===== config.mk =====
export PLATFORM = sky130hd
export DESIGN_NAME = mem_lsu
export DESIGN_NICKNAME = d
export VERILOG_FILES = /design/src/rtl/mem_lsu_pkg.sv /design/src/rtl/mem_lsu_align.sv /design/src/rtl/mem_lsu.sv
export SDC_FILE = /design/constraint.sdc
export NUM_CORES = 1
export LEC_CHECK = 0
export BUFFER_PORTS_ARGS = -buffer_cell sky130_fd_sc_hd__buf_2
export CAP_MARGIN = 20
export CELL_PAD_IN_SITES_DETAIL_PLACEMENT = 1
export CELL_PAD_IN_SITES_GLOBAL_PLACEMENT = 1
export CORE_ASPECT_RATIO = 0.6
export CORE_MARGIN = 5
export CORE_UTILIZATION = 31
export DETAILED_ROUTE_END_ITERATION = 8
export PLACE_DENSITY_LB_ADDON = 0.3
export SYNTH_ARGS = -nofsm -noshare
export SYNTH_HDL_FRONTEND = slang
export SYNTH_HIERARCHICAL = 1
export SYNTH_SLANG_ARGS = --single-unit

===== constraint.sdc =====
create_clock -name clk -period 2.94 [get_ports clk]
set_input_delay 0.588 -clock clk [delete_from_list [all_inputs] [get_ports clk]]
set_output_delay 0.588 -clock clk [all_outputs]
set_load 0.005 [all_outputs]

===== src/rtl/mem_lsu_pkg.sv =====
// Shared constants, FSM state encoding and opcode classifiers for the MEM-stage load/store unit.
// MEM_LSU_LLBIT_EN adds LL/SC to the set of memory operations.
package mem_lsu_pkg;

    localparam logic        RstEnable  = 1'b1;
    localparam logic        Stop       = 1'b1;
    localparam logic        NoStop     = 1'b0;
    localparam logic [31:0] ZeroWord   = 32'h0000_0000;
    localparam logic [4:0]  RegNopAddr = 5'b00000;

    localparam logic [7:0] EXE_LB_OP  = 8'b1110_0000;
    localparam logic [7:0] EXE_LBU_OP = 8'b1110_0100;
    localparam logic [7:0] EXE_LH_OP  = 8'b1110_0001;
    localparam logic [7:0] EXE_LHU_OP = 8'b1110_0101;
    localparam logic [7:0] EXE_LW_OP  = 8'b1110_0011;
    localparam logic [7:0] EXE_SB_OP  = 8'b1110_1000;
    localparam logic [7:0] EXE_SH_OP  = 8'b1110_1001;
    localparam logic [7:0] EXE_SW_OP  = 8'b1110_1011;
    localparam logic [7:0] EXE_LL_OP  = 8'b1111_0000;
    localparam logic [7:0] EXE_SC_OP  = 8'b1111_1000;

    typedef enum logic [1:0] {
        IDLE = 2'd0,
        BUSY = 2'd1,
        DONE = 2'd2
    } lsu_state_e;

    function automatic logic is_load_op(input logic [7:0] op);
        case (op)
            EXE_LB_OP, EXE_LBU_OP, EXE_LH_OP, EXE_LHU_OP, EXE_LW_OP: is_load_op = 1'b1;
`ifdef MEM_LSU_LLBIT_EN
            EXE_LL_OP: is_load_op = 1'b1;
`endif
            default: is_load_op = 1'b0;
        endcase
    endfunction

    function automatic logic is_store_op(input logic [7:0] op);
        case (op)
            EXE_SB_OP, EXE_SH_OP, EXE_SW_OP: is_store_op = 1'b1;
`ifdef MEM_LSU_LLBIT_EN
            EXE_SC_OP: is_store_op = 1'b1;
`endif
            default: is_store_op = 1'b0;
        endcase
    endfunction

endpackage


===== src/rtl/mem_lsu_align.sv =====
// Big-endian byte-lane steering: lane select, store replication, load extraction and alignment check.
// With MEM_LSU_LLBIT_EN, LL is handled as LW and SC as SW.
module mem_lsu_align
    import mem_lsu_pkg::*;
(
    input  logic [7:0]  i_aluop,
    input  logic [1:0]  i_offset,
    input  logic [31:0] i_reg2,
    input  logic [31:0] i_rdata,
    output logic [3:0]  o_sel,
    output logic [31:0] o_wdata,
    output logic [31:0] o_ldata,
    output logic        o_misalign
);

    logic [7:0]  w_byte;
    logic [15:0] w_half;
    logic [3:0]  w_bsel;
    logic [3:0]  w_hsel;

    // Offset 00 is the most significant byte of the word.
    always_comb begin
        w_byte     = 8'h00;
        w_half     = 16'h0000;
        w_bsel     = 4'b0000;
        w_hsel     = 4'b0000;
        o_sel      = 4'b0000;
        o_wdata    = ZeroWord;
        o_ldata    = ZeroWord;
        o_misalign = 1'b0;

        case (i_offset)
            2'b00:   w_byte = i_rdata[31:24];
            2'b01:   w_byte = i_rdata[23:16];
            2'b10:   w_byte = i_rdata[15:8];
            default: w_byte = i_rdata[7:0];
        endcase

        if (i_offset[1]) begin
            w_half = i_rdata[15:0];
            w_hsel = 4'b0011;
        end else begin
            w_half = i_rdata[31:16];
            w_hsel = 4'b1100;
        end
        w_bsel = 4'b1000 >> i_offset;

        case (i_aluop)
            EXE_LB_OP: begin
                o_sel   = w_bsel;
                o_ldata = {{24{w_byte[7]}}, w_byte};
            end
            EXE_LBU_OP: begin
                o_sel   = w_bsel;
                o_ldata = {24'h00_0000, w_byte};
            end
            EXE_LH_OP: begin
                o_sel      = w_hsel;
                o_ldata    = {{16{w_half[15]}}, w_half};
                o_misalign = i_offset[0];
            end
            EXE_LHU_OP: begin
                o_sel      = w_hsel;
                o_ldata    = {16'h0000, w_half};
                o_misalign = i_offset[0];
            end
            EXE_SB_OP: begin
                o_sel   = w_bsel;
                o_wdata = {4{i_reg2[7:0]}};
            end
            EXE_SH_OP: begin
                o_sel      = w_hsel;
                o_wdata    = {2{i_reg2[15:0]}};
                o_misalign = i_offset[0];
            end
`ifdef MEM_LSU_LLBIT_EN
            EXE_LW_OP, EXE_LL_OP: begin
`else
            EXE_LW_OP: begin
`endif
                o_sel      = 4'b1111;
                o_ldata    = i_rdata;
                o_misalign = (i_offset != 2'b00);
            end
`ifdef MEM_LSU_LLBIT_EN
            EXE_SW_OP, EXE_SC_OP: begin
`else
            EXE_SW_OP: begin
`endif
                o_sel      = 4'b1111;
                o_wdata    = i_reg2;
                o_misalign = (i_offset != 2'b00);
            end
            default: begin
                o_sel      = 4'b0000;
                o_misalign = 1'b0;
            end
        endcase
    end

endmodule


===== src/rtl/mem_lsu.sv =====
// MEM-stage load/store unit: pass-through for ALU ops, registered req/ack bus transaction for loads/stores.
// Optional MEM_LSU_LLBIT_EN adds the llbit register, the llbit_clr input and LL/SC support.
module mem_lsu
    import mem_lsu_pkg::*;
#(
    parameter int ADDR_W = 32,
    parameter int DATA_W = 32
) (
    input  logic              clk,
    input  logic              rst,
`ifdef MEM_LSU_LLBIT_EN
    input  logic              llbit_clr,
`endif
    input  logic [4:0]        ex_wd,
    input  logic              ex_wreg,
    input  logic [31:0]       ex_wdata,
    input  logic              ex_whilo,
    input  logic [31:0]       ex_hi,
    input  logic [31:0]       ex_lo,
    input  logic [7:0]        ex_aluop,
    input  logic [31:0]       ex_mem_addr,
    input  logic [DATA_W-1:0] ex_reg2,
    output logic [4:0]        mem_wd,
    output logic              mem_wreg,
    output logic [31:0]       mem_wdata,
    output logic              mem_whilo,
    output logic [31:0]       mem_hi,
    output logic [31:0]       mem_lo,
    output logic              bus_req,
    output logic              bus_we,
    output logic [ADDR_W-1:0] bus_addr,
    output logic [3:0]        bus_sel,
    output logic [DATA_W-1:0] bus_wdata,
    input  logic [DATA_W-1:0] bus_rdata,
    input  logic              bus_ack,
    output logic              mem_misalign,
    output logic              stallreq_mem
);

    lsu_state_e        r_state;
    lsu_state_e        w_next;
    logic              r_bus_req;
    logic              r_bus_we;
    logic [ADDR_W-1:0] r_bus_addr;
    logic [3:0]        r_bus_sel;
    logic [DATA_W-1:0] r_bus_wdata;
    logic [31:0]       r_ldata;

    logic [3:0]        w_sel;
    logic [31:0]       w_wdata;
    logic [31:0]       w_ldata;
    logic              w_misalign;
    logic              w_is_load;
    logic              w_is_store;
    logic              w_is_mem;
    logic              w_is_sc;
    logic              w_sc_fail;
    logic              w_start;

    mem_lsu_align u_align (
        .i_aluop    (ex_aluop),
        .i_offset   (ex_mem_addr[1:0]),
        .i_reg2     (ex_reg2),
        .i_rdata    (bus_rdata),
        .o_sel      (w_sel),
        .o_wdata    (w_wdata),
        .o_ldata    (w_ldata),
        .o_misalign (w_misalign)
    );

    assign w_is_load  = is_load_op(ex_aluop);
    assign w_is_store = is_store_op(ex_aluop);
    assign w_is_mem   = w_is_load | w_is_store;

`ifdef MEM_LSU_LLBIT_EN
    logic r_llbit;

    assign w_is_sc   = (ex_aluop == EXE_SC_OP);
    assign w_sc_fail = w_is_sc & ~r_llbit;

    // Link bit: external clear wins over the LL set / SC clear issued from DONE.
    always_ff @(posedge clk) begin
        if (rst == RstEnable) begin
            r_llbit <= 1'b0;
        end else if (llbit_clr) begin
            r_llbit <= 1'b0;
        end else if ((r_state == DONE) && (ex_aluop == EXE_LL_OP)) begin
            r_llbit <= 1'b1;
        end else if ((r_state == DONE) && w_is_sc) begin
            r_llbit <= 1'b0;
        end
    end
`else
    assign w_is_sc   = 1'b0;
    assign w_sc_fail = 1'b0;
`endif

    assign bus_req   = r_bus_req;
    assign bus_we    = r_bus_we;
    assign bus_addr  = r_bus_addr;
    assign bus_sel   = r_bus_sel;
    assign bus_wdata = r_bus_wdata;

    // FSM state register.
    always_ff @(posedge clk) begin
        if (rst == RstEnable) begin
            r_state <= IDLE;
        end else begin
            r_state <= w_next;
        end
    end

    // Next state, stall request and the mem_* view handed to mem_wb.
    always_comb begin
        w_next       = r_state;
        w_start      = 1'b0;
        stallreq_mem = NoStop;
        mem_misalign = 1'b0;
        mem_wd       = ex_wd;
        mem_wreg     = ex_wreg;
        mem_wdata    = ex_wdata;
        mem_whilo    = ex_whilo;
        mem_hi       = ex_hi;
        mem_lo       = ex_lo;

        if (rst == RstEnable) begin
            w_next    = IDLE;
            mem_wd    = RegNopAddr;
            mem_wreg  = 1'b0;
            mem_wdata = ZeroWord;
            mem_whilo = 1'b0;
            mem_hi    = ZeroWord;
            mem_lo    = ZeroWord;
        end else begin
            case (r_state)
                IDLE: begin
                    if (!w_is_mem) begin
                        w_next = IDLE;
                    end else if (w_misalign) begin
                        mem_misalign = 1'b1;
                        mem_wreg     = 1'b0;
                    end else if (w_sc_fail) begin
                        mem_wdata = ZeroWord;
                    end else begin
                        w_start      = 1'b1;
                        stallreq_mem = Stop;
                        mem_wreg     = 1'b0;
                        w_next       = BUSY;
                    end
                end
                BUSY: begin
                    stallreq_mem = Stop;
                    mem_wreg     = 1'b0;
                    if (bus_ack) begin
                        w_next = DONE;
                    end else begin
                        w_next = BUSY;
                    end
                end
                DONE: begin
                    // ex_* still holds the finished instruction, so it retires here exactly once.
                    w_next = IDLE;
                    if (w_is_load) begin
                        mem_wdata = r_ldata;
                    end else if (w_is_sc) begin
                        mem_wdata = 32'h0000_0001;
                    end else begin
                        mem_wreg = 1'b0;
                    end
                end
                default: begin
                    w_next   = IDLE;
                    mem_wreg = 1'b0;
                end
            endcase
        end
    end

    // Bus request registers and the load-data latch.
    always_ff @(posedge clk) begin
        if (rst == RstEnable) begin
            r_bus_req   <= 1'b0;
            r_bus_we    <= 1'b0;
            r_bus_addr  <= {ADDR_W{1'b0}};
            r_bus_sel   <= 4'b0000;
            r_bus_wdata <= {DATA_W{1'b0}};
            r_ldata     <= ZeroWord;
        end else begin
            case (r_state)
                IDLE: begin
                    if (w_start) begin
                        r_bus_req   <= 1'b1;
                        r_bus_we    <= w_is_store;
                        r_bus_addr  <= {ex_mem_addr[ADDR_W-1:2], 2'b00};
                        r_bus_sel   <= w_sel;
                        r_bus_wdata <= w_wdata;
                    end
                end
                BUSY: begin
                    if (bus_ack) begin
                        r_bus_req <= 1'b0;
                        r_bus_we  <= 1'b0;
                        r_ldata   <= w_ldata;
                    end
                end
                default: begin
                    r_bus_req <= 1'b0;
                end
            endcase
        end
    end

endmodule

Yosys cells after proc, flatten, opt, wreduce, memory -nomap -nowiden
Index checks and enable logic that the tools add are counted.
{"block": "word_totals", "output_inout_bits": 175, "in_bits": 210, "regBits": 102}
{"block": "classes", "shift": 1, "bitwise": 1, "n_mux": 39, "n_eq_ne": 15, "reduce_logical": 13}
{"cell": "32-bit two-way mux", "count": 5}
{"cell": "32-bit case mux with 5 select lines", "count": 1}
{"cell": "32-bit case mux with 3 select lines", "count": 1}
{"cell": "8-bit equality test, second input constant", "count": 8}
{"cell": "8-bit case mux with 3 select lines", "count": 1}
{"cell": "1-bit two-way mux", "count": 18}
{"cell": "16-bit two-way mux", "count": 1}
{"cell": "4-bit case mux with 3 select lines", "count": 1}
{"cell": "1-bit case mux with 2 select lines", "count": 5}
{"cell": "3-bit OR reduction", "count": 3}
{"cell": "2-bit two-way mux", "count": 3}
{"cell": "2-bit AND reduction", "count": 3}
{"cell": "5-bit two-way mux", "count": 1}
{"cell": "5-bit OR reduction", "count": 1}
{"cell": "2-bit by 1-bit equality test with 1-bit output, second input constant", "count": 2}
{"cell": "2-bit equality test, second input constant", "count": 2}
{"cell": "2-bit logical NOT", "count": 2}
{"cell": "4-bit two-way mux", "count": 1}
{"cell": "2-bit inequality test, second input constant", "count": 2}
{"cell": "2-bit case mux with 2 select lines", "count": 1}
{"cell": "2-bit nonzero test", "count": 2}
{"cell": "4-bit by 2-bit >> shifter with 4-bit output, first input constant", "count": 1}
{"cell": "3-bit inequality test, second input constant", "count": 1}
{"cell": "3-bit AND reduction", "count": 1}
{"cell": "other kinds (2)", "count": 2}

Depth between registers and ports, before layout
Gate-level depths: netlist (run 1).
{"block": "logic_depth", "ltp_word": 9, "ltp_mapped": 9, "depth_no_buf": 5}

By module
Netlist (run 1), hierarchy kept.
{"module": "mem_lsu", "cells_each": 650, "seq_area_each_um2": 2042.0, "area_per_inst_um2": 5281.3, "n_inst": 1}
{"module": "mem_lsu_align", "cells_each": 225, "seq_area_each_um2": 0.0, "area_per_inst_um2": 1579.0, "n_inst": 1}

Worst setup path after synthesis (run 1)
OpenSTA, ideal clock, no wires.
{"block": "synth_path", "path_kind": "in2reg", "from": "in ex_aluop[1]", "to": "reg r_bus_addr[10], in the netlist bus_addr[10]", "required_ns": 2.868, "arrival_time_ns": 2.352, "n_path_buf": 4, "setup_ns": 0.072, "cell_stages": 9, "path_slack_ns": 0.516, "path_cell_list": "buf_2 -> buf_1 -> o21ai_0 -> a32o_1 -> and3_1 -> nor4_4 -> buf_6 -> buf_12 -> mux2i_1"}
{"block": "synth_via", "elab_chain_cells": 8, "word_cells_on_any_way": 21, "classes_between": "8 x eq/ne; 7 x mux; 1 x bitwise; 5 x reduce/logical"}
{"item": "start, declared", "line": "mem_lsu.sv:20", "text": "input logic [7:0] ex_aluop,"}
{"item": "8-bit equality test", "line": "mem_lsu_align.sv:48", "text": "case (i_aluop)"}
{"item": "3-bit OR reduction (no line) or 2-bit OR reduction (tied branches)"}
{"item": "1-bit case mux with 2 select lines *", "line": "mem_lsu_align.sv:48"}
{"item": "net w_misalign", "line": "mem_lsu.sv:52", "text": "logic w_misalign;"}
{"item": "1-bit two-way mux *", "line": "mem_lsu.sv:139", "text": "end else if (w_misalign) begin"}
{"item": "1-bit two-way mux *", "line": "mem_lsu.sv:137", "text": "if (!w_is_mem) begin"}
{"item": "1-bit two-way mux *", "line": "mem_lsu.sv:135", "text": "case (r_state)"}
{"item": "1-bit two-way mux *", "line": "mem_lsu.sv:126", "text": "if (rst == RstEnable) begin"}
{"item": "2-bit AND reduction (no line) *"}
{"item": "end signal, assigned", "line": "mem_lsu.sv:184", "text": "r_bus_addr <= {ADDR_W{1'b0}};"}
{"item": "end signal, assigned", "line": "mem_lsu.sv:194", "text": "r_bus_addr <= {ex_mem_addr[ADDR_W-1:2], 2'b00};"}
{"item": "end, declared", "line": "mem_lsu.sv:44", "text": "logic [ADDR_W-1:0] r_bus_addr;"}
Mark *: on every way through the listed nets, which the timed path passes. The rest lies on a longest branch.
A chain may end at the register's enable or synchronous reset.

Worst setup path after layout (run 1)
{"block": "layout_path", "from": "in ex_aluop[1]", "to": "out mem_misalign"}
{"block": "layout_via", "elab_chain_cells": 7, "word_cells_on_any_way": 20, "classes_between": "8 x eq/ne; 7 x mux; 1 x bitwise; 4 x reduce/logical"}
{"item": "8-bit equality test", "line": "mem_lsu_align.sv:48"}
{"item": "3-bit OR reduction (no line) or 2-bit OR reduction (tied branches)"}
{"item": "1-bit case mux with 2 select lines *", "line": "mem_lsu_align.sv:48"}
{"item": "net w_misalign", "line": "mem_lsu.sv:52"}
{"item": "1-bit two-way mux *", "line": "mem_lsu.sv:139"}
{"item": "1-bit two-way mux *", "line": "mem_lsu.sv:137"}
{"item": "1-bit two-way mux *", "line": "mem_lsu.sv:135"}
{"item": "1-bit two-way mux *", "line": "mem_lsu.sv:126"}
{"item": "end, declared", "line": "mem_lsu.sv:36", "text": "output logic mem_misalign,"}
Marked as above.

==> results of run 1 <==
==> worst min-delay path by stage <==
stage	endpoint	start	slack, ns
floorplan	r_ldata[0]	r_ldata[0]	0.44
global placement	r_ldata[21]	r_ldata[21]	0.44
detailed placement	r_ldata[23]	r_ldata[23]	0.45
CTS	r_ldata[23]	r_ldata[23]	0.46
global route	r_ldata[22]	r_ldata[22]	0.48
finish	r_ldata[8]	r_ldata[8]	0.46
==> power by group <==
part / leakage (nW) / internal (W) / total, W / switching, W
Clock: 0.147 / 0.000695 / 0.00128 / 0.000581
Sequential: 0.822 / 0.00139 / 0.00139 / 0.00000336
Combinational: 3.24 / 0.000300 / 0.000617 / 0.000317
==> flip-flops by register name, summed over array words and instances (netlist names) <==
register	count
bus_addr	30
bus_req	1
bus_sel	4
bus_wdata	32
bus_we	1
r_ldata	32
r_state	2
==> worst max-delay path: cells and delay by family <==
family / cells / cell delay [ns]
AND/OR/NAND/NOR: 2 / 0.64
AO/OA/AOI/OAI: 2 / 0.35
buffers and inverters: 2 / 0.39
==> metrics by stage <==
step | util (%) | instance area (µm²) | setup slack [ns] | hold WS, ns
6_report | 42.34 | 9278 | 0.3645 | 0.4616
3_5_place_dp | 40.92 | 8966 | 0.3064 | 0.4508
5_1_grt | 42.34 | 9278 | 0.2054 | 0.4755
3_3_place_gp | 40.92 | 8966 | 0.4154 | 0.4438
2_1_floorplan | - | 6864 | 0.5160 | 0.4366
4_1_cts | 42.31 | 9273 | 0.3477 | 0.4614
==> cell type report <==
class / instances / area (µm²) / share of cell area, %
Antenna cell: 2 / 5.005 / 0.05394
Clock buffer: 11 / 242.7 / 2.616
Clock inverter: 5 / 63.81 / 0.6878
Inverter: 3 / 11.26 / 0.1214
Multi-Input combinational cell: 692 / 4384 / 47.26
Sequential cell: 102 / 2042 / 22.01
Tap cell: 286 / 357.8 / 3.857
Timing Repair Buffer: 409 / 2171 / 23.40
==> cells in the final DEF (no fill, tap or decap), types with 3 or more instances in the layout <==
cell type / synthesis / routed
buf_2: 13 / 381
o2bb2ai_1: 16 / 16
nor3b_1: 10 / 10
buf_12: 4 / 4
a31oi_1: 8 / 8
nand3_1: 3 / 3
nor2b_1: 74 / 74
a211o_1: 9 / 9
inv_6: 0 / 3
o21ai_0: 10 / 10
mux2i_1: 76 / 76
nor2_1: 17 / 17
a21o_1: 8 / 8
a21oi_1: 84 / 84
nand2b_1: 141 / 141
buf_4: 6 / 23
clkbuf_16: 0 / 9
nand2_1: 158 / 158
o21a_1: 3 / 3
nor3_1: 10 / 10
mux4_1: 7 / 7
dfxtp_1: 102 / 102
a22oi_1: 8 / 8
and2_1: 10 / 10
nand3b_1: 3 / 3
and3_1: 9 / 9
==> logic make-up after synthesis <==
logic type             synth area share [%]
AO/OA/AOI/OAI                         14.13
buffers and inverters                 6.383
flip-flops                            29.76
multiplexers                          14.10
other                               0.05466
AND/OR/NAND/NOR                       35.56
==> layer usage <==
layer,vias to the layer above,wire length [µm]
li1,3621,-
met1,3546,14360
met2,235,13230
met3,30,1977
met4,4,486
met5,-,18
==> results.md, run 1 <==
* Largest net degree at the start of global routing at just over 70
* Initial Util at between 30 and 40%
* Syn-to-layout area delta at 35.24%
* Main synth FF type: dfxtp_1
* FMAX at just under 0.4 GHz
* GR Layer Usage met1 at between 30% and 40%
* Ys Warns at 6
* Final period utilization at just under 90%
* MaxCap Viol Count at 0
* Post-Syn Instances at roughly 880
* Max VDD drop at between 0.2 and 0.3 mV
* Outcome: completed
* Clk_lat worst skew at roughly 0.36 ns
* Mapped Area at ~0.0069 mm²
* Core ar. at approximately 0.022 mm²
* Final hold viol count at 0
* Routed wire length at between 30000 and 40000 µm
* Synth Register Bits at a little over 100
* Worst setup endpoint: mem_misalign
* Vias per cell at approximately 4.9
* Number of global-route vias before repair at between 7000 and 8000
* Async SR Flop Fraction at 0%
* CP Capture Type: output pin
* Crit-path cells: buf_2 -> o21ai_0 -> a32o_1 -> and3_1 -> nor4bb_1 -> buf_2
* Clock slew at reported path FFs at around 0.070 ns
* Residual DRC at 0
* Leak at between 4 and 5 nW
* R2r startpoint: r_state[1]
* Vias at 7436
* Maximum net fanout on the critical path at 19
* Number of I/O pins at 385
* Yosys top cell area share at approximately 30%
* # port buffers at between 300 and 400
* Antenna Nets Post-Route at 0
* Critical Path RT at 2.35 ns
* Initial antenna violation count at 4
* Post-route minimum period at roughly 2.6 ns
* Synth cell count leaders: 158 x nand2_1, 141 x nand2b_1, 102 x dfxtp_1, 84 x a21oi_1, 76 x mux2i_1
* Hold bufs inserted after CTS at 0
* Row Count at 42
* Layout cells sized above 1 at a little over a third
* CP Launch Type: input port
* DPL Wire Length at between 20000 and 25000 µm
* Worst R2R Path Depth at 4
* R2r setup slk at 1.32 ns
* Post-synth EDFFs at 0
* Post-cts gate resize count at 0
* Synth cell types at 52
* Hold crit path type: flop to flop
* Die W at just over 200 µm
* Grt met3 use at 6.108%
* Slowest stage delay, CP at around 0.34 ns
* CTS tree: yes
* Height of the die at between 100 and 150 µm
* Seq/Total Area, Yosys at 29.76%
* CTS buffer count at 9
* Syn Area/Cell at slightly below 8 µm²
* Routed length per instance at around 20 µm
* Power consumption at 0.003282 W
* Clk sinks at roughly 100
* Tightest Pin Transition at approximately 0.73 ns
* Max_slew headroom at about half
* Hold path cells at 2
* Layout Skew at around 0.0075 ns
* Met2 Usage GRT at between 30 and 40%
* Root buf cell: clkbuf_16
* Tot GR Track Use at between 20% and 30%
* Final Instance Count excl. Fillers at 1510
* First-pass GRT wire length at 45560 µm
* Placed cell count at about 1500
* GP Congestion at between 0.8 and 0.9
* Count leader, synth: nand2_1
* Setup Fix Bufs, Post-CTS at 0
* Gr ovfl total at 0
* Die footprint at roughly 0.025 mm²
* Crit Path Class: input port to output pin
* 1st-iter DRT viols at between 400 and 500
* Setup TNS at 0 ns
* Most used cell along the critical path: buf_2
* NumNets Final at 1427
* Crit-path slowest cell: nor4bb_1
* Slew Limit Fails at 0
* CP startpoint: ex_aluop[1]
* Layout filler cell count at approximately 2800
* H-Tree Depth at 3
* Area leader, netlist: dfxtp_1
* Drt first pass iters at 7
* Final setup fails at 0
* CP arrival at approximately 2.0 ns
* RSZ-0062 raised after global routing: false
* Longest Clk Path Bufs at 2
* GRT Max-Usage Layer: met2
* Area contributors post-synth: dfxtp_1 30%, nand2b_1 13%, mux2i_1 11%
* Reg2reg end: bus_wdata[23]
* Power Dens Cells at about 350 mW/mm²
(Power assumes the default switching activity.)
==> run 2, diff against run 1 <==
clock period = 2.8 ns   (was 2.94 ns; I/O delays follow)
==> run 2 against run 1 <==
Utilization barely moved. Die area did not move. Cell count hardly changed. Critical path type is now flop to output pin.
==> results.md, run 2 (synthesis gave the netlist of run 1 again) <==
* Outcome: completed (unchanged)
* Final instance area at 0.009279 mm² (was 0.009278 mm²)
* Routed wire length at 30170 µm (was 30070 µm)
* Core ar. at 0.02191 mm² (unchanged)
* Tot GR Track Use at 22.87% (was 22.64%)
* Clk_lat worst skew at 0.37 ns (was 0.36 ns)
* Commonest non-fill, non-tap cells in the layout: 381 x buf_2, 158 x nand2_1, 141 x nand2b_1 (unchanged)
* Clk sinks at 102 (unchanged)
* CP arrival at 2.01 ns (was 1.99 ns)
* GP Congestion at 0.8428 (was 0.8876)
* WHS Endpoint: bus_addr[4] (was r_ldata[8])
* Max_slew headroom at 53.22% (was 51.43%)
* HP Start: ex_mem_addr[4] (was r_ldata[8])
* Longest Clk Path Bufs at 2 (unchanged)
* CTS tree: yes (unchanged)
* FMAX at ~0.39 GHz
* Critical Path RT at 2.24 ns (was 2.35 ns)
* Routed length per instance at 19.99 µm (was 19.92 µm)
* Slew Limit Fails at 0 (unchanged)
* Max VDD drop at 0.2795 mV (was 0.2574 mV)
* Leak at 4.214 nW (was 4.210 nW)
* R2r startpoint: r_state[0] (was r_state[1])
* Hold path cells at 3 (was 2)
* Setup Fix Bufs, Post-CTS at 0 (unchanged)
* Root buf cell: clkbuf_16 (unchanged)
* Layout cells sized above 1 at 35.46% (was 35.43%)
* Dpl ws at 0.2639 ns (was 0.3064 ns)
* R2r setup slk at 1.14 ns (was 1.32 ns)
* Syn-to-layout area delta at 35.25% (was 35.24%)
* Gr ovfl total at 0 (unchanged)
* Reg2reg end: bus_we (was bus_wdata[23])
* Clock slew at reported path FFs at 0.08 ns (was 0.07 ns)
* Worst Hold Slack at 0.4459 ns (was 0.4616 ns)
* Vias per cell at 4.948 (was 4.925)
* Final hold viol count at 0 (unchanged)
* Residual DRC at 0 (unchanged)
* Setup TNS at 0 ns (unchanged)
* Final setup fails at 0 (unchanged)
* Tightest Pin Transition at 0.7018 ns (was 0.7285 ns)
* Crit Path Class: flop to output pin (was input port to output pin)
* First-pass GRT wire length at 45820 µm (was 45560 µm)
* Die footprint at 0.02530 mm² (unchanged)
* Power consumption at 0.003484 W (was 0.003282 W)
* Initial antenna violation count at 5 (was 4)
* 1st-iter DRT viols at 416 (was 425)
* Number of global-route vias before repair at 7544 (was 7585)
* CP Launch Type: flop (was input port)
* Layout Skew at 0.006269 ns (was 0.007502 ns)
* CP Capture Type: output pin (unchanged)
* Vias at 7467 (was 7436)
* Post-cts gate resize count at 0 (unchanged)
* Largest net degree at the start of global routing at 87 (was 72)
* Hold bufs inserted after CTS at 0 (unchanged)
* CTS buffer count at 9 (unchanged)
* Antenna Nets Post-Route at 0 (unchanged)
* Initial Util at 31.31% (unchanged)
* Drt first pass iters at 4 (was 7)
* MaxCap Viol Count at 0 (unchanged)
* Row Count at 42 (unchanged)
* Maximum net fanout on the critical path at 32 (was 19)
* Layout filler cell count at 2857 (was 2820)
* # port buffers at 382 (unchanged)
* Hold crit path type: input port to flop (was flop to flop)
* Post-route minimum period at 2.568 ns
* Power Dens Cells at 375.5 mW/mm² (was 353.8 mW/mm²)
* DPL Wire Length at 23700 µm (was 23780 µm)
* NumNets Final at 1426 (was 1427)
* Number of I/O pins at 385 (unchanged)
* Die W at 202.1 µm (unchanged)
* RSZ-0062 raised after global routing: false (unchanged)
* Most common cell after layout, fill and taps aside: buf_2 (unchanged)
* Placed inst area at 0.008959 mm² (was 0.008966 mm²)
* Slack of the critical path at 0.2322 ns (was 0.3645 ns)
* Final period utilization at around nine tenths
* H-Tree Depth at 3 (unchanged)
* Height of the die at 125.2 µm (unchanged)
* Worst R2R Path Depth at 4 (unchanged)
-- run 2: cell count changes in the layout (fill, tap and decap cells not counted), sizes merged --
cell / delta
buf: -1
clkbuf: -1
clkinv: +1
clkinvlp: -1
inv: +1
-- run 2: worst max-delay path by stage --
stage	start	to	slack [ns]	cells past startpoint
2_1_floorplan	ex_aluop[1]	bus_addr[10]	0.40	9
3_3_place_gp	ex_aluop[2]	bus_addr[31]	0.35	7
3_5_place_dp	ex_aluop[2]	bus_addr[3]	0.26	7
4_1_cts	r_state[0]	mem_wdata[21]	0.23	6
5_1_grt	r_state[0]	mem_wdata[21]	0.09	6
6_report	r_state[0]	mem_wdata[21]	0.23	6
-- run 2: metal layers --
| layer | global-route usage [%] | vias up | share of wire [%] |
|---|---|---|---|
| met4 | 5.341 | 6 | 1.5 |
| met5 | 0 | - | 0.14 |
| met3 | 6.729 | 32 | 6.9 |
| met1 | 31.61 | 3561 | 47 |
| met2 | 35.36 | 237 | 45 |
| li1 | - | 3631 | - |
-- run 2: stage by stage --
stage          util [%]  std cells
4_1_cts           42.32       1507
3_5_place_dp      40.88       1491
5_1_grt           42.33       1508
2_1_floorplan         -        876
6_report          42.34       1509
3_3_place_gp      40.88       1491
-- run 2: worst max-delay path: stages, from the launching register on --
cell and delay [ns]:
dfxtp_1 0.55, nor2b_1 0.15, nand4_1 0.12, buf_4 0.33, nand2_1 0.10, a21oi_1 0.22, buf_2 0.16
-- run 2: power by group --
group	switching (W)	internal [W]
clock	0.000640	0.000737
sequential	0.00000409	0.00146
combinational	0.000334	0.000315
-- run 2: final cells by class --
| class | count | area, µm² | share of cell area, % |
|---|---|---|---|
| Sequential cell | 102 | 2042 | 22.01 |
| Inverter | 3 | 11.26 | 0.1214 |
| Antenna cell | 2 | 5.005 | 0.05394 |
| Timing Repair Buffer | 408 | 2163 | 23.31 |
| Tap cell | 286 | 357.8 | 3.857 |
| Clock buffer | 10 | 239.0 | 2.576 |
| Multi-Input combinational cell | 692 | 4384 | 47.25 |
| Clock inverter | 6 | 76.32 | 0.8225 |
==> run 3, diff against run 2 <==
CORE_UTILIZATION = 28   (was 31)
SYNTH_HIERARCHICAL = default   (was 1)
==> run 3 against run 2 <==
Maximum frequency down 1.1%. Sequential cell count is the same. Largest power group unchanged. Via count is 10% lower. Worst hold slack got worse by 0.0073 ns.
==> results.md, run 3 <==
* Maximum net fanout on the critical path at 32 (unchanged)
* Hold crit path type: input port to flop (unchanged)
* Row Count at 40 (was 42)
* Area contributors post-synth: dfxtp_1 36%, nand2_1 11%, a21oi_1 8.9% (was dfxtp_1 30%, nand2b_1 13%, mux2i_1 11%)
* Dpl ws at 0.06429 ns (was 0.2639 ns)
* Routed wire length at 26470 µm (was 30170 µm)
* Clock slew at reported path FFs at 0.08 ns (about the same)
* Root buf cell: clkbuf_16 (unchanged)
* CP Launch Type: input port (was flop)
* RSZ-0062 raised after global routing: false (unchanged)
* Final period utilization at 92.76% (was 91.71%)
* Comb pwr share at 17.6% (was 18.6%)
* Tightest Pin Transition at 0.7191 ns (was 0.7018 ns)
* Setup Fix Bufs, Post-CTS at 0 (unchanged)
* NumNets Final at 1312 (was 1426)
* Area leader, netlist: dfxtp_1 (unchanged)
* Leak at 3.838 nW (was 4.214 nW)
* Met2 Usage GRT at 31.76% (was 35.36%)
* H-Tree Depth at 3 (unchanged)
* Drt first pass iters at 5 (was 4)
* Post-synth EDFFs at 0 (unchanged)
* Ys Warns at 0 (was 6)
* Internal power at 0.002368 W (was 0.002507 W)
* Outcome: completed (unchanged)
* GP Congestion at 0.8426 (was 0.8428)
* Layout cells sized above 1 at 40.65% (was 35.46%)
* Syn Area/Cell at 7.519 µm² (was 7.840 µm²)
* Routed length per instance at 19.15 µm (was 19.99 µm)
* CTS tree: yes (unchanged)
* CP Capture Type: output pin (unchanged)
* Grt met3 use at 6.279% (was 6.729%)
* Async SR Flop Fraction at 0% (unchanged)
* Synth cell count leaders: 171 x nand2_1, 102 x dfxtp_1, 100 x a21oi_1, 71 x nor2b_1 (was 158 x nand2_1, 141 x nand2b_1, 102 x dfxtp_1, 84 x a21oi_1, 76 x mux2i_1)
* # port buffers at 382 (unchanged)
* Final setup fails at 0 (unchanged)
* Slowest stage delay, CP at 0.36 ns (was 0.55 ns)
* Crit-path slowest cell: a211oi_2 (was dfxtp_1)
* Yosys top cell area share at 36.26% (was 29.76%)
* Post-Syn Instances at 749 (was 875)
* Part of the power in registers at 44.2% (was 41.9%)
* Tot GR Track Use at 21.53% (was 22.87%)
* Final instance area at 0.008144 mm² (was 0.009279 mm²)
* Synth Register Bits at 102 (unchanged)
* Synth cell types at 55 (was 52)
* Slack of the critical path at 0.2027 ns (was 0.2322 ns)
* Antenna Nets Post-Route at 0 (unchanged)
* Main synth FF type: dfxtp_1 (unchanged)
* Slew Limit Fails at 0 (unchanged)
* Clk_lat worst skew at 0.36 ns (was 0.37 ns)
* CTS buffer count at 9 (unchanged)
* Layout Skew at 0.01319 ns (was 0.006269 ns)
* P_sw at 0.0009427 W (was 0.0009775 W)
* Clock power frac at 38.2% (was 39.5%)
* Height of the die at 119.9 µm (was 125.2 µm)
* Crit Path Class: input port to output pin (was flop to output pin)
* Die footprint at 0.02314 mm² (was 0.02530 mm²)
* Max VDD drop at 0.2689 mV (was 0.2795 mV)
* Initial Util at 28.34% (was 31.31%)
* Largest net degree at the start of global routing at 73 (was 87)
* Most used cell along the critical path: buf_2
* Initial antenna violation count at 4 (was 5)
* Most common cell after layout, fill and taps aside: buf_2 (unchanged)
* Worst Hold Slack at 0.4385 ns (was 0.4459 ns)
* Final hold viol count at 0 (unchanged)
* Longest Clk Path Bufs at 2 (unchanged)
* First-pass GRT wire length at 39340 µm (was 45820 µm)
* Number of global-route vias before repair at 6518 (was 7544)
* Gr ovfl total at 0 (unchanged)
* Post-route minimum period at 2.597 ns (was 2.568 ns)
* Clk sinks at 102 (unchanged)
* Max_slew headroom at 52.06% (was 53.22%)
* Die W at 193.1 µm (was 202.1 µm)
* GRT Max-Usage Layer: met1 (was met2)
* Power Dens Cells at 406.5 mW/mm² (was 375.5 mW/mm²)
* Critical Path RT at 2.24 ns (about the same)
* Syn-to-layout area delta at 44.61% (was 35.25%)
* FMAX at 0.3850 GHz (was 0.3894 GHz)
* CP arrival at 2.04 ns (was 2.01 ns)
* MaxCap Viol Count at 0 (unchanged)
* Vias at 6703 (was 7467)
* Vias per cell at 4.850 (was 4.948)
* Commonest non-fill, non-tap cells in the layout: 381 x buf_2, 171 x nand2_1, 102 x dfxtp_1 (was 381 x buf_2, 158 x nand2_1, 141 x nand2b_1)
* Residual DRC at 0 (unchanged)
* Crit-path cells: buf_2 -> nand4b_1 -> a211oi_2 -> and3b_1 -> buf_12 -> nand2_1 -> a21oi_1 -> buf_2 (was nor2b_1 -> nand4_1 -> buf_4 -> nand2_1 -> a21oi_1 -> buf_2)
* Mapped Area at 0.005632 mm² (was 0.006860 mm²)
* Number of I/O pins at 385 (unchanged)
* Switching part of the total at 28.48% (was 28.06%)
* Core ar. at 0.01987 mm² (was 0.02191 mm²)
* DPL Wire Length at 21410 µm (was 23700 µm)
* GR Layer Usage met1 at 31.96% (was 31.61%)
* Util after Layout at 40.99% (was 42.34%)
* 1st-iter DRT viols at 345 (was 416)
* Count leader, synth: nand2_1 (unchanged)
* Setup TNS at 0 ns (unchanged)
* Seq/Total Area, Yosys at 36.26% (was 29.76%)
* Placed inst area at 0.007843 mm² (was 0.008959 mm²)
[run 3: cell types whose count changed in the layout (fill, tap and decap cells not counted), moves of 16 or more]
| cell | previous run | this run |
|---|---|---|
| o2bb2ai_1 | 16 | 0 |
| a21oi_1 | 84 | 100 |
| nand2b_1 | 141 | 5 |
| o21ai_0 | 10 | 26 |
| mux2i_1 | 76 | 21 |
| a22o_1 | 1 | 45 |
[run 3: worst paths after layout]
path	startpoint	endpoint	slack, ns	cells past startpoint
worst max register to register	r_state[0]	r_ldata[8]	0.81	5
worst max-delay path	ex_aluop[4]	mem_wdata[23]	0.20	8
worst min register to register	r_ldata[26]	r_ldata[26]	0.45	2
worst min-delay path	ex_mem_addr[23]	bus_addr[23]	0.44	3
[run 3: stage by stage]
stage	instances	power, W
final	1382	0.003311
after global routing	1382	0.003459
after CTS	1380	0.003346
after detailed placement	1364	0.002081
after global placement	1364	0.002072
after floorplan	750	0.001757
[run 3: cells by family after synthesis]
family	synth area share [%]
buffers and inverters	5.999
other	0.06659
and+or+nand+nor	27.42
muxes	5.332
DFF	36.26
AOI/OAI and AO/OA	24.93
[run 3: power by group through the flow]
stage / combinational [W] / sequential, W / clock [W]
3_5_place_dp: 0.000585 / 0.00150 / 0
2_1_floorplan: 0.000261 / 0.00150 / 0
6_report: 0.000584 / 0.00146 / 0.00126
5_1_grt: 0.000642 / 0.00146 / 0.00135
4_1_cts: 0.000588 / 0.00146 / 0.00130
3_3_place_gp: 0.000577 / 0.00150 / 0
[run 3: final cells by class]
cell class,count,area (µm²)
diodes,2,5.005
well taps,273,341.6
repair buffers,413,2172
inverters,4,15.01
clock buffers,10,229.0
fillers,2556,11730
flip-flops and latches,102,2042
clock inverters,6,62.56
multi-input cells,572,3277
[run 3: routing by layer]
| layer | share of wire, % | vias to the layer above | routed length [µm] |
|---|---|---|---|
| met5 | 0.079 | - | 21 |
| met4 | 0.56 | 4 | 147 |
| met3 | 8.0 | 13 | 2128 |
| met2 | 43 | 231 | 11390 |
| met1 | 48 | 3154 | 12780 |
| li1 | - | 3301 | - |
[run 3: worst max-delay path, delay by kind of cell]
kind	cells	cell delay, ns
AOI/OAI and AO/OA	2	0.50
buffers and inverters	3	0.43
and+or+nand+nor	3	0.54
[run 3: repair_timing]
action                     CTS  global route
hold buffers                 0             0
setup endpoints to repair    0            32
gates resized for setup      0             1
